[src/rtl/mtc_builder_arb_if.sv]
// Candidate/pT inputs and MTC output stream of the MTC builder/arbiter.
interface mtc_builder_arb_if #(
  parameter int unsigned N_CAND         = 3,
  parameter int unsigned N_PTCALC       = 3,
  parameter int unsigned CNT_W          = 16,
  parameter int unsigned PL2MTC_LEN     = 26,
  parameter int unsigned PTCALC2MTC_LEN = 26,
  parameter int unsigned MTC2SL_LEN     = 40
);
  logic [N_CAND-1:0][PL2MTC_LEN-1:0]       i_slc;
  logic [N_PTCALC-1:0][PTCALC2MTC_LEN-1:0] i_ptcalc;
  logic [N_PTCALC-1:0]                     i_ptcalc_valid;
  logic [MTC2SL_LEN-1:0]                   o_mtc;
  logic                                    o_mtc_valid;
  logic                                    i_mtc_ready;
  logic [CNT_W-1:0]                        o_drop_cnt;
  logic                                    o_fifo_full;

  modport master (
    output i_slc, i_ptcalc, i_ptcalc_valid, i_mtc_ready,
    input  o_mtc, o_mtc_valid, o_drop_cnt, o_fifo_full
  );

  modport slave (
    input  i_slc, i_ptcalc, i_ptcalc_valid, i_mtc_ready,
    output o_mtc, o_mtc_valid, o_drop_cnt, o_fifo_full
  );
endinterface

[src/rtl/mtc_builder_arb.sv]
// Per-lane MTC builder with priority arbitration into a FWFT output FIFO.
// Optional pT timeout enabled by defining MTC_BUILDER_TIMEOUT_EN.
module mtc_builder_arb #(
  parameter int unsigned N_CAND     = 3,
  parameter int unsigned N_PTCALC   = 3,
  parameter int unsigned FIFO_DEPTH = 8,
  parameter int unsigned TIMEOUT    = 64,
  parameter int unsigned CNT_W      = 16
) (
  input logic              clock,
  input logic              rst,
  mtc_builder_arb_if.slave io_mtc
);
  localparam int unsigned PL2MTC_LEN            = 26;
  localparam int unsigned PL2MTC_DATA_VALID_MSB = 25;
  localparam int unsigned PL2MTC_BUSY_LSB       = 24;
  localparam int unsigned PTCALC2MTC_LEN        = 26;
  localparam int unsigned MTC2SL_LEN            = 40;
  localparam int unsigned COMMON_W              = 20;
  localparam int unsigned CH_W                  = 2;
  localparam int unsigned COIN_W                = 2;
  localparam int unsigned PTR_W                 = $clog2(FIFO_DEPTH);
  localparam int unsigned CNT_SUM_W             = CNT_W + 1;
`ifdef MTC_BUILDER_TIMEOUT_EN
  localparam int unsigned TMR_W = (TIMEOUT > 1) ? $clog2(TIMEOUT) : 1;
`endif

  typedef enum logic [1:0] {IDLE, WAIT_PT, DONE} lane_state_t;

  function automatic logic [3:0] f_procflags(input logic [COMMON_W-1:0]       common,
                                             input logic [COIN_W-1:0]         coin,
                                             input logic [PTCALC2MTC_LEN-1:0] pt);
    logic [3:0] slid;
    logic [3:0] sl_pth;
    logic [7:0] ptv;
    logic [3:0] pth;
    logic [2:0] nseg;
    slid   = common[7:4];
    sl_pth = common[3:0];
    ptv    = pt[7:0];
    pth    = pt[11:8];
    nseg   = pt[25:23];
    if (slid != 4'd0)                    return 4'h3;
    else if (ptv != 8'd0)                return (pth >= sl_pth) ? 4'h1 : 4'h2;
    else if (coin == COIN_W'(0)) begin
      if (nseg == 3'd0)                  return 4'h4;
      else if (nseg == 3'd1)             return 4'h5;
      else                               return 4'hF;
    end
    else if (nseg > 3'd2)                return 4'h6;
    else                                 return 4'hF;
  endfunction

  // Layout: valid | reserved | procflags | quality..nseg | charge..eta | common
  function automatic logic [MTC2SL_LEN-1:0] f_word(input logic [COMMON_W-1:0] common,
                                                   input logic [8:0]          ce,
                                                   input logic [4:0]          qn,
                                                   input logic [3:0]          pf);
    return {1'b1, 1'b0, pf, qn, ce, common};
  endfunction

  logic [N_CAND-1:0]     w_done;
  logic [N_CAND-1:0]     w_drop;
  logic [N_CAND-1:0]     w_grant;
  logic [MTC2SL_LEN-1:0] w_word [N_CAND];
  logic                  w_push;
  logic [MTC2SL_LEN-1:0] w_push_word;
  logic                  w_pop;
  logic                  w_full;
  logic                  w_can_push;

  for (genvar g = 0; g < N_CAND; g++) begin : g_lane
    lane_state_t                 r_state;
    logic [COMMON_W-1:0]         r_common;
    logic [COIN_W-1:0]           r_coin;
    logic [CH_W-1:0]             r_ch;
    logic [MTC2SL_LEN-1:0]       r_word;
    logic                        w_slc_v;
    logic                        w_busy;
    logic                        w_capture;
    logic                        w_hit;
    logic [PTCALC2MTC_LEN-1:0]   w_pt;
    logic [PL2MTC_LEN-1:0]       w_slc;
`ifdef MTC_BUILDER_TIMEOUT_EN
    logic [TMR_W-1:0]            r_timer;
    logic                        w_ch_ok;
    assign w_ch_ok   = 32'(r_ch) < N_PTCALC;
    assign w_capture = w_slc_v && !w_busy;
    assign w_drop[g] = w_slc_v && (r_state != IDLE);
`else
    logic                        w_in_ch_ok;
    assign w_in_ch_ok = 32'(w_slc[21:20]) < N_PTCALC;
    assign w_capture  = w_slc_v && !w_busy && w_in_ch_ok;
    assign w_drop[g]  = w_slc_v && ((r_state != IDLE) || (!w_busy && !w_in_ch_ok));
`endif

    assign w_slc     = io_mtc.i_slc[g];
    assign w_slc_v   = w_slc[PL2MTC_DATA_VALID_MSB];
    assign w_busy    = w_slc[PL2MTC_BUSY_LSB];
    assign w_done[g] = (r_state == DONE);
    assign w_word[g] = r_word;

    // Select the pT result of this lane's process channel.
    always_comb begin
      w_hit = 1'b0;
      w_pt  = '0;
      for (int unsigned p = 0; p < N_PTCALC; p++) begin
        if ((32'(r_ch) == p) && io_mtc.i_ptcalc_valid[p]) begin
          w_hit = 1'b1;
          w_pt  = io_mtc.i_ptcalc[p];
        end
      end
    end

    always_ff @(posedge clock) begin
      if (rst) begin
        r_state  <= IDLE;
        r_common <= '0;
        r_coin   <= '0;
        r_ch     <= '0;
        r_word   <= '0;
`ifdef MTC_BUILDER_TIMEOUT_EN
        r_timer  <= '0;
`endif
      end else begin
        case (r_state)
          IDLE: begin
            if (w_slc_v && w_busy) begin
              r_word  <= f_word(w_slc[COMMON_W-1:0], '0, '0, 4'h0);
              r_state <= DONE;
            end else if (w_capture) begin
              r_common <= w_slc[COMMON_W-1:0];
              r_coin   <= w_slc[23:22];
              r_ch     <= w_slc[21:20];
              r_state  <= WAIT_PT;
`ifdef MTC_BUILDER_TIMEOUT_EN
              r_timer  <= '0;
`endif
            end
          end
          WAIT_PT: begin
            if (w_hit) begin
              r_word  <= f_word(r_common, w_pt[20:12], w_pt[25:21],
                                f_procflags(r_common, r_coin, w_pt));
              r_state <= DONE;
            end
`ifdef MTC_BUILDER_TIMEOUT_EN
            else if (!w_ch_ok || (r_timer == TMR_W'(TIMEOUT - 1))) begin
              r_word  <= f_word(r_common, '0, '0, 4'hE);
              r_state <= DONE;
            end else if (r_timer != '1) begin
              r_timer <= r_timer + TMR_W'(1);
            end
`endif
          end
          DONE: begin
            if (w_grant[g]) r_state <= IDLE;
          end
          default: r_state <= IDLE;
        endcase
      end
    end
  end

  // Lowest-index finished lane takes the single FIFO write slot.
  always_comb begin
    w_grant     = '0;
    w_push      = 1'b0;
    w_push_word = '0;
    for (int unsigned i = 0; i < N_CAND; i++) begin
      if (!w_push && w_done[i] && w_can_push) begin
        w_grant[i]  = 1'b1;
        w_push      = 1'b1;
        w_push_word = w_word[i];
      end
    end
  end

  logic [MTC2SL_LEN-1:0] r_mem [FIFO_DEPTH];
  logic [PTR_W-1:0]      r_wr_ptr;
  logic [PTR_W-1:0]      r_rd_ptr;
  logic [PTR_W:0]        r_count;
  logic [CNT_W-1:0]      r_drop_cnt;
  logic [CNT_SUM_W-1:0]  w_drop_sum;

  assign w_full     = (r_count == (PTR_W + 1)'(FIFO_DEPTH));
  assign w_pop      = (r_count != '0) && io_mtc.i_mtc_ready;
  assign w_can_push = !w_full || w_pop;
  assign w_drop_sum = {1'b0, r_drop_cnt} + CNT_SUM_W'($countones(w_drop));

  always_ff @(posedge clock) begin
    if (w_push) r_mem[r_wr_ptr] <= w_push_word;
  end

  always_ff @(posedge clock) begin
    if (rst) begin
      r_wr_ptr   <= '0;
      r_rd_ptr   <= '0;
      r_count    <= '0;
      r_drop_cnt <= '0;
    end else begin
      if (w_push) r_wr_ptr <= r_wr_ptr + PTR_W'(1);
      if (w_pop)  r_rd_ptr <= r_rd_ptr + PTR_W'(1);
      if (w_push && !w_pop)      r_count <= r_count + (PTR_W + 1)'(1);
      else if (!w_push && w_pop) r_count <= r_count - (PTR_W + 1)'(1);
      r_drop_cnt <= w_drop_sum[CNT_W] ? '1 : w_drop_sum[CNT_W-1:0];
    end
  end

  assign io_mtc.o_mtc_valid = (r_count != '0);
  assign io_mtc.o_mtc       = (r_count != '0) ? r_mem[r_rd_ptr] : '0;
  assign io_mtc.o_fifo_full = w_full;
  assign io_mtc.o_drop_cnt  = r_drop_cnt;
endmodule

[src/flat_wrapper.sv]
// flat-port wrapper written by rule: the top's interface ports become plain ports
module mtc_builder_arb_flat 
#(
  parameter int unsigned N_CAND     = 3,
  parameter int unsigned N_PTCALC   = 3,
  parameter int unsigned FIFO_DEPTH = 8,
  parameter int unsigned TIMEOUT    = 64,
  parameter int unsigned CNT_W      = 16
)
  (clock, rst, io_mtc_i_slc, io_mtc_i_ptcalc, io_mtc_i_ptcalc_valid, io_mtc_i_mtc_ready, io_mtc_o_mtc, io_mtc_o_mtc_valid, io_mtc_o_drop_cnt, io_mtc_o_fifo_full);
  mtc_builder_arb_if #(.N_CAND(N_CAND), .N_PTCALC(N_PTCALC), .CNT_W(CNT_W)) io_mtc_i ();
  input logic clock;
  input logic rst;
  input wire logic [$bits(io_mtc_i.i_slc)-1:0] io_mtc_i_slc;
  input wire logic [$bits(io_mtc_i.i_ptcalc)-1:0] io_mtc_i_ptcalc;
  input wire logic [$bits(io_mtc_i.i_ptcalc_valid)-1:0] io_mtc_i_ptcalc_valid;
  input wire logic [$bits(io_mtc_i.i_mtc_ready)-1:0] io_mtc_i_mtc_ready;
  output wire logic [$bits(io_mtc_i.o_mtc)-1:0] io_mtc_o_mtc;
  output wire logic [$bits(io_mtc_i.o_mtc_valid)-1:0] io_mtc_o_mtc_valid;
  output wire logic [$bits(io_mtc_i.o_drop_cnt)-1:0] io_mtc_o_drop_cnt;
  output wire logic [$bits(io_mtc_i.o_fifo_full)-1:0] io_mtc_o_fifo_full;
  assign io_mtc_i.i_slc = io_mtc_i_slc;
  assign io_mtc_i.i_ptcalc = io_mtc_i_ptcalc;
  assign io_mtc_i.i_ptcalc_valid = io_mtc_i_ptcalc_valid;
  assign io_mtc_i.i_mtc_ready = io_mtc_i_mtc_ready;
  assign io_mtc_o_mtc = io_mtc_i.o_mtc;
  assign io_mtc_o_mtc_valid = io_mtc_i.o_mtc_valid;
  assign io_mtc_o_drop_cnt = io_mtc_i.o_drop_cnt;
  assign io_mtc_o_fifo_full = io_mtc_i.o_fifo_full;
  mtc_builder_arb #(.N_CAND(N_CAND), .N_PTCALC(N_PTCALC), .FIFO_DEPTH(FIFO_DEPTH), .TIMEOUT(TIMEOUT), .CNT_W(CNT_W)) u_core (.clock(clock), .rst(rst), .io_mtc(io_mtc_i));
endmodule
[config.mk]
export PLATFORM = sky130hd
export DESIGN_NAME = mtc_builder_arb_flat
export DESIGN_NICKNAME = d
export VERILOG_FILES = /design/src/rtl/mtc_builder_arb_if.sv /design/src/rtl/mtc_builder_arb.sv /design/src/flat_wrapper.sv
export SDC_FILE = /design/constraint.sdc
export NUM_CORES = 1
export LEC_CHECK = 0
export ABC_AREA = 1
export CAP_MARGIN = 20
export CORE_MARGIN = 2
export CORE_UTILIZATION = 27
export CTS_BUF_LIST = sky130_fd_sc_hd__clkbuf_4 sky130_fd_sc_hd__clkbuf_8 sky130_fd_sc_hd__clkbuf_16
export DETAILED_ROUTE_END_ITERATION = 8
export SLEW_MARGIN = 40
export SYNTH_ARGS = -nofsm -noshare
export SYNTH_HDL_FRONTEND = slang
export SYNTH_SLANG_ARGS = --single-unit
[constraint.sdc]
create_clock -name clock -period 4.2 [get_ports clock]
set_input_delay 0.84 -clock clock [delete_from_list [all_inputs] [get_ports clock]]
set_output_delay 0.84 -clock clock [all_outputs]
set_load 0.03 [all_outputs]
; ---- Word-level counts from Yosys, hierarchy flattened
; Memories as Yosys holds them, arrays and structs flattened. A register that Yosys moved wholly into a read port is not among the register bits.
; Index checks and enable logic that the tools add are counted.
[totals]
ff_bits = 224
latchBits = 0
mem_bits_rw = 320
mem_bits_ro = 0
input_bits = 162
output_inout_bits = 58
elab_cells = 228
mem_count = 1
[classes]
add_sub_neg = 7
n_mul = 0
n_div = 0
n_lt_le_gt_ge = 9
eq_ne = 28
shifts = 0
mux = 79
bitwise_logic = 3
reduce_logical = 82
[mem_list]
columns = name, words, word_bits, read_ports, rd_ports_with_merged_regs, write_ports, line_no
row1 = u_core.r_mem, 8, 40, 1, 1, 1, mtc_builder_arb.sv:179  ; logic [MTC2SL_LEN-1:0] r_mem [FIFO_DEPTH];
[ops]
columns = operator, count
row1 = $mux W40, 10
row2 = $pmux W40 S2, 3
row3 = $mux W26, 9
row4 = $mux W4, 20
row5 = $logic_and A1 B1 Y1, 32
row6 = $mux W2, 15
row7 = $reduce_and A3 Y1, 9
row8 = $reduce_bool A8 Y1, 3
row9 = $logic_not A2 Y1, 9
row10 = $pmux W2 S3, 3
row11 = $add A16 B17 Y17, 1
row12 = $add A17 B1 Y17, 1
row13 = $mux W1, 16
row14 = $mux W16, 1
row15 = $reduce_bool A4 Y1, 4
row16 = $reduce_bool A2 Y1, 7
row17 = $eq A2 B1 Y1 const B, 6
row18 = $eq A2 B2 Y1 const B, 6
row19 = $ge A4 B4 Y1, 3
row20 = $ne A2 B1 Y1 const B, 6
row21 = $logic_not A1 Y1, 11
row22 = $eq A3 B1 Y1 const B, 3
row23 = $gt A3 B2 Y1 const B, 3
row24 = $logic_not A3 Y1, 3
row25 = 11 further kinds, 24

; ---- Logic depth before layout (Yosys ltp)
; Gate-level depths: netlist of the first run.
[logic_depth]
ltp_word = 17
ltp_mapped = 18
mapped_depth_nobuf = 18

; ---- Worst setup path after synthesis of the first run
; Ideal clock, no wire load.
[synth_timing]
path_kind = in2reg
startpoint = in io_mtc_i_slc[51]
endpoint = reg u_core.r_drop_cnt[14] (netlist: u_core.io_mtc.o_drop_cnt[14])
setup_time_ns = 0.115
arrival_ns = 3.243
required_time_ns = 4.085
setup_slack_ns = 0.841
path_stages = 18
n_path_buf = 0
cell_sequence = inv_1 nor2_1 nand3_1 o21ai_0 ha_1 inv_1 fa_1 fa_1 inv_1 nand2_1 nor3_1 nand3_1 nor2_1 nand3_1 nand2_1 nand2_1 o21ai_0 inv_1
[synth_between]
elab_chain_cells = 5
[synth_rtl]
columns = item, line_no
row1 = "start, declared", flat_wrapper.sv:14  ; input wire logic [$bits(io_mtc_i.i_slc)-1:0] io_mtc_i_slc;
row2 = $logic_and A1 B1 Y1, mtc_builder_arb.sv:94  ; assign w_drop[g] = w_slc_v && ((r_state != IDLE) || (!w_busy && !w_in_ch_ok));
row3 = $add A1 B1 Y2 (implied by the code), mtc_builder_arb.sv:189  ; assign w_drop_sum = {1'b0, r_drop_cnt} + CNT_SUM_W'($countones(w_drop));
row4 = $add A17 B1 Y17 (implied by the code), mtc_builder_arb.sv:189
row5 = $add A16 B17 Y17, mtc_builder_arb.sv:189
row6 = $mux W16, mtc_builder_arb.sv:206  ; r_drop_cnt <= w_drop_sum[CNT_W] ? '1 : w_drop_sum[CNT_W-1:0];
row7 = "end signal, assigned", mtc_builder_arb.sv:206
row8 = "end, declared", mtc_builder_arb.sv:183  ; logic [CNT_W-1:0] r_drop_cnt;
; No other way between the ends.
; A chain may end at the register's enable or synchronous reset.

==> results.md, run 1 <==
* EDFF count, synth at 312
* Iter 0 DRT Violations at ~1.4k
* Cell variety after synth at 39
* Switching power at 5.14 mW
* Initial antenna violation count at 9
* Prevailing post-synth register cell: edfxtp_1
* Grt ovf at 0
* DRT antenna net count at 0
* Synth Area per Inst at 9.26 um2
* Post-detail-place hpwl at 45300 um
* Slew @ Worst Pin at 0.821 ns
* Overall power at ~15 mW
* CTS tree: yes
* CTS Sinks at 536
* Final WL at 69500 um
* VDD IR max at 358 uV
* TritonRoute pass-1 iters at 7
* Post-CTS Setup Inserts at 0
* Gpl congestion at 0.861
* Setup Crit Path Kind: register to primary output
* Fin crit period at 3.94 ns
* Via count at 18.6k
* Worst Skew at roughly 0.021 ns
* Int Pwr at 10.2 mW
* Yosys top cell by area: edfxtp_1
* Flop pwr share at 40.1%
* Worst path required time at 3.36 ns
* Pins over their slew limit at 0
* Post-Synthesis Net Count at 2703
* GRT Overall Usage at approximately 15%
* Initial Util at 27.3%
* Most frequent cells in the layout: o21ai_0 (359), nand2_1 (319), edfxtp_1 (312)
* Sw frac at 33.6%
* Status: finished, final reports clean
* Clk network pwr share at 30.9%
* Global-route wire length before repair at 107000 um
* Final setup vio count at 0
* Final worst-path cycle share at 93.8%
* Die X-Extent at 298 um
* Via-to-Cell Ratio at 4.80
* CP Max Fanout at 156
* Io pins at between 200 and 250
* Clock buffer depth at 3
* Sequential element share of the synthesized area at 59.4%
* RSZ-0062 raised after global routing: no
* Setup TNS at 0 ns
* Port Buffers at about 220
* Clock-pin slew on the worst setup and hold paths at around 0.06 ns
* Logic pwr share at 29.0%
* Core footprint at 0.0854 mm2
* CTS Buf Count at 53
* Register bit total from synthesis at 536
* WL/cell at 18.0 um
* Die ar. at 0.0888 mm2
* Area delta synth->final at 22.5%
* Fmax at 254 MHz
* Most common cell after layout, fill and taps aside: o21ai_0
* Largest net degree at the start of global routing at 157
* Worst R2R Setup Slack at 0.79 ns
* Critical path launch point type: register
* Slew HR at 45.3%
* PD cells at 536 mW/mm2
* CTS root buffer: clkbuf_16
* CP Capture Type: primary output
* Share of the synthesized area in the top cell type at 40.2%
* Layout cells sized above 1 at 6.63%
* Top cells by area, synth: edfxtp_1 (40%), dfxtp_1 (19%), o21ai_0 (7.7%), nand2_1 (5.1%), nor2_1 (4.9%)
* Asr flop ratio synth at 0%
* DRC viols at 0
* Post-Syn Instances at about 2.5k
* Hold Fails Final Rpt at 0
* Worst-Skew Late Latency at roughly 0.6 ns
* Post-Syn Area at between 0.02 and 0.025 mm2
* Final net count at 2855
* # fillers at 8797
* Die H at between 200 and 300 um
* LEAKAGE at between 10 and 15 nW
* CTS H-tree lvls at 2
* Yosys Warn Count at 0
* Worst Path Arrival at 3.10 ns
* Max Cap Viol at 0
* Hold WC Path Type: register to register
* Rows at between 100 and 150
* Vias in the first global route at ~18k
## kinds of logic (layout without fill, tap and decap cells)
logic type / Yosys count / in the layout / synth area share [%]
AND/OR/NAND/NOR: 829 / 829 / 14.7
AO/OA/AOI/OAI: 751 / 751 / 18.1
flip-flops: 536 / 536 / 59.4
buffers and inverters: 372 / 569 / 6.25
adder cells (fa/ha/maj): 22 / 22 / 1.28
XOR/XNOR: 8 / 8 / 0.300
other: 1 / 3 / 0.0161
## timing repair
item	4_1_cts	5_1_grt
resized for setup	0	1
hold buffers	0	0
setup endpoints to repair	0	2
## power by group through the flow
| stage | sequential (mW) | clock, mW | combinational (mW) |
|---|---|---|---|
| after detailed placement | 6.25 | 0 | 4.52 |
| after global routing | 6.18 | 5.05 | 4.92 |
| after global placement | 6.24 | 0 | 4.48 |
| after floorplan | 6.22 | 0 | 2.68 |
| after CTS | 6.14 | 4.84 | 4.53 |
| final | 6.14 | 4.74 | 4.44 |
## critical path, cell delays in order, from the launching register on
cell	delay, ns
dfxtp_4	0.36
buf_12	0.51
o21ai_0	0.19
o22ai_1	0.17
o21ai_0	0.10
a31oi_1	0.31
clkdlybuf4s50_1	0.75
## path summary, 6_finish.rpt
| check | startpoint | to | depth (start not counted) |
|---|---|---|---|
| worst max-delay path | register | io_mtc_o_mtc[7] | 6 |
| worst min-delay path | u_core.g_lane[0].r_common[8]$_SDFFE_PP0P_ | u_core.g_lane[0].r_common[8]$_SDFFE_PP0P_ | 2 |
| worst max register to register | u_core.g_lane[0].r_state[0]$_SDFFE_PP0P_ | u_core.io_mtc.o_drop_cnt[5]$_SDFF_PP0_ | 15 |
| worst min register to register | u_core.g_lane[0].r_common[8]$_SDFFE_PP0P_ | u_core.g_lane[0].r_common[8]$_SDFFE_PP0P_ | 2 |
## registers in the layout, indices dropped and copies added, names as in the netlist, named ones only
register and flops:
u_core.r_wr_ptr 3, u_core.g_lane.r_word 117, u_core.g_lane.r_common 60, u_core.r_count 4, u_core.g_lane.r_state 6, u_core.g_lane.r_ch 6, u_core.io_mtc.o_drop_cnt 16, u_core.r_mem 312
u_core.r_rd_ptr 3, u_core.g_lane.r_coin 6
## Yosys cell counts, types with 2 or more instances
library cell,n
nand3b_1,4
nand2_2,3
fa_1,3
o21ai_1,5
nor3_1,10
buf_6,2
nand3_1,158
buf_4,3
xor2_1,8
a31oi_1,100
o22ai_1,41
nand2_1,319
buf_2,27
o21bai_1,3
nor2_1,303
nor4_1,2
o221ai_1,42
o31ai_1,2
inv_2,7
ha_1,19
edfxtp_1,312
dfxtp_1,224
inv_1,191
o211ai_1,40
o21ai_0,359
nand4_1,24
buf_1,10
a21oi_1,157
clkbuf_1,131
## per-stage QoR
stage / hold WS [ns] / cell area [um2] / std cells / worst slack, ns / util [%]
finish: 0.443 / 28600 / 3862 / 0.259 / 33.5
global route: 0.459 / 28600 / 3862 / 0.0726 / 33.5
CTS: 0.445 / 28600 / 3860 / 0.108 / 33.5
detailed placement: 0.436 / 26800 / 3760 / 0.0349 / 31.4
global placement: 0.431 / 26800 / 3760 / 0.0511 / 31.4
floorplan: 0.424 / 23300 / 2519 / 0.841 / -
## layer usage
| layer | global-route usage (%) | up-vias | part of all wire, % |
|---|---|---|---|
| met3 | 3.50 | 120 | 6.3 |
| met5 | 0 | - | 0.13 |
| met1 | 20.1 | 8773 | 45 |
| met4 | 4.37 | 14 | 2.6 |
| met2 | 24.9 | 485 | 46 |
| li1 | - | 9162 | - |
## area by class of cell
class | instances | area, um2 | area share, %
Antenna cell | 2 | 5.00 | 0.0175
Clock buffer | 71 | 1490 | 5.20
Clock inverter | 29 | 265 | 0.928
Inverter | 198 | 746 | 2.61
Multi-Input combinational cell | 1611 | 8040 | 28.1
Sequential cell | 536 | 13900 | 48.5
Tap cell | 1144 | 1430 | 5.01
Timing Repair Buffer | 271 | 2740 | 9.60
Note: power is estimated with default switching activity, not from simulation.
==> inputs of run 2 (changes only) <==
Settings changed: CAP_MARGIN 20 to 10.
==> results of run 2 <==
The final DEF is identical to that of run 1; final timing and power are the same.
==> inputs of run 3 (changes only) <==
Settings changed: SKIP_LAST_GASP set to 1.
==> results of run 3 <==
The final DEF is identical to that of run 1; final timing and power are the same.
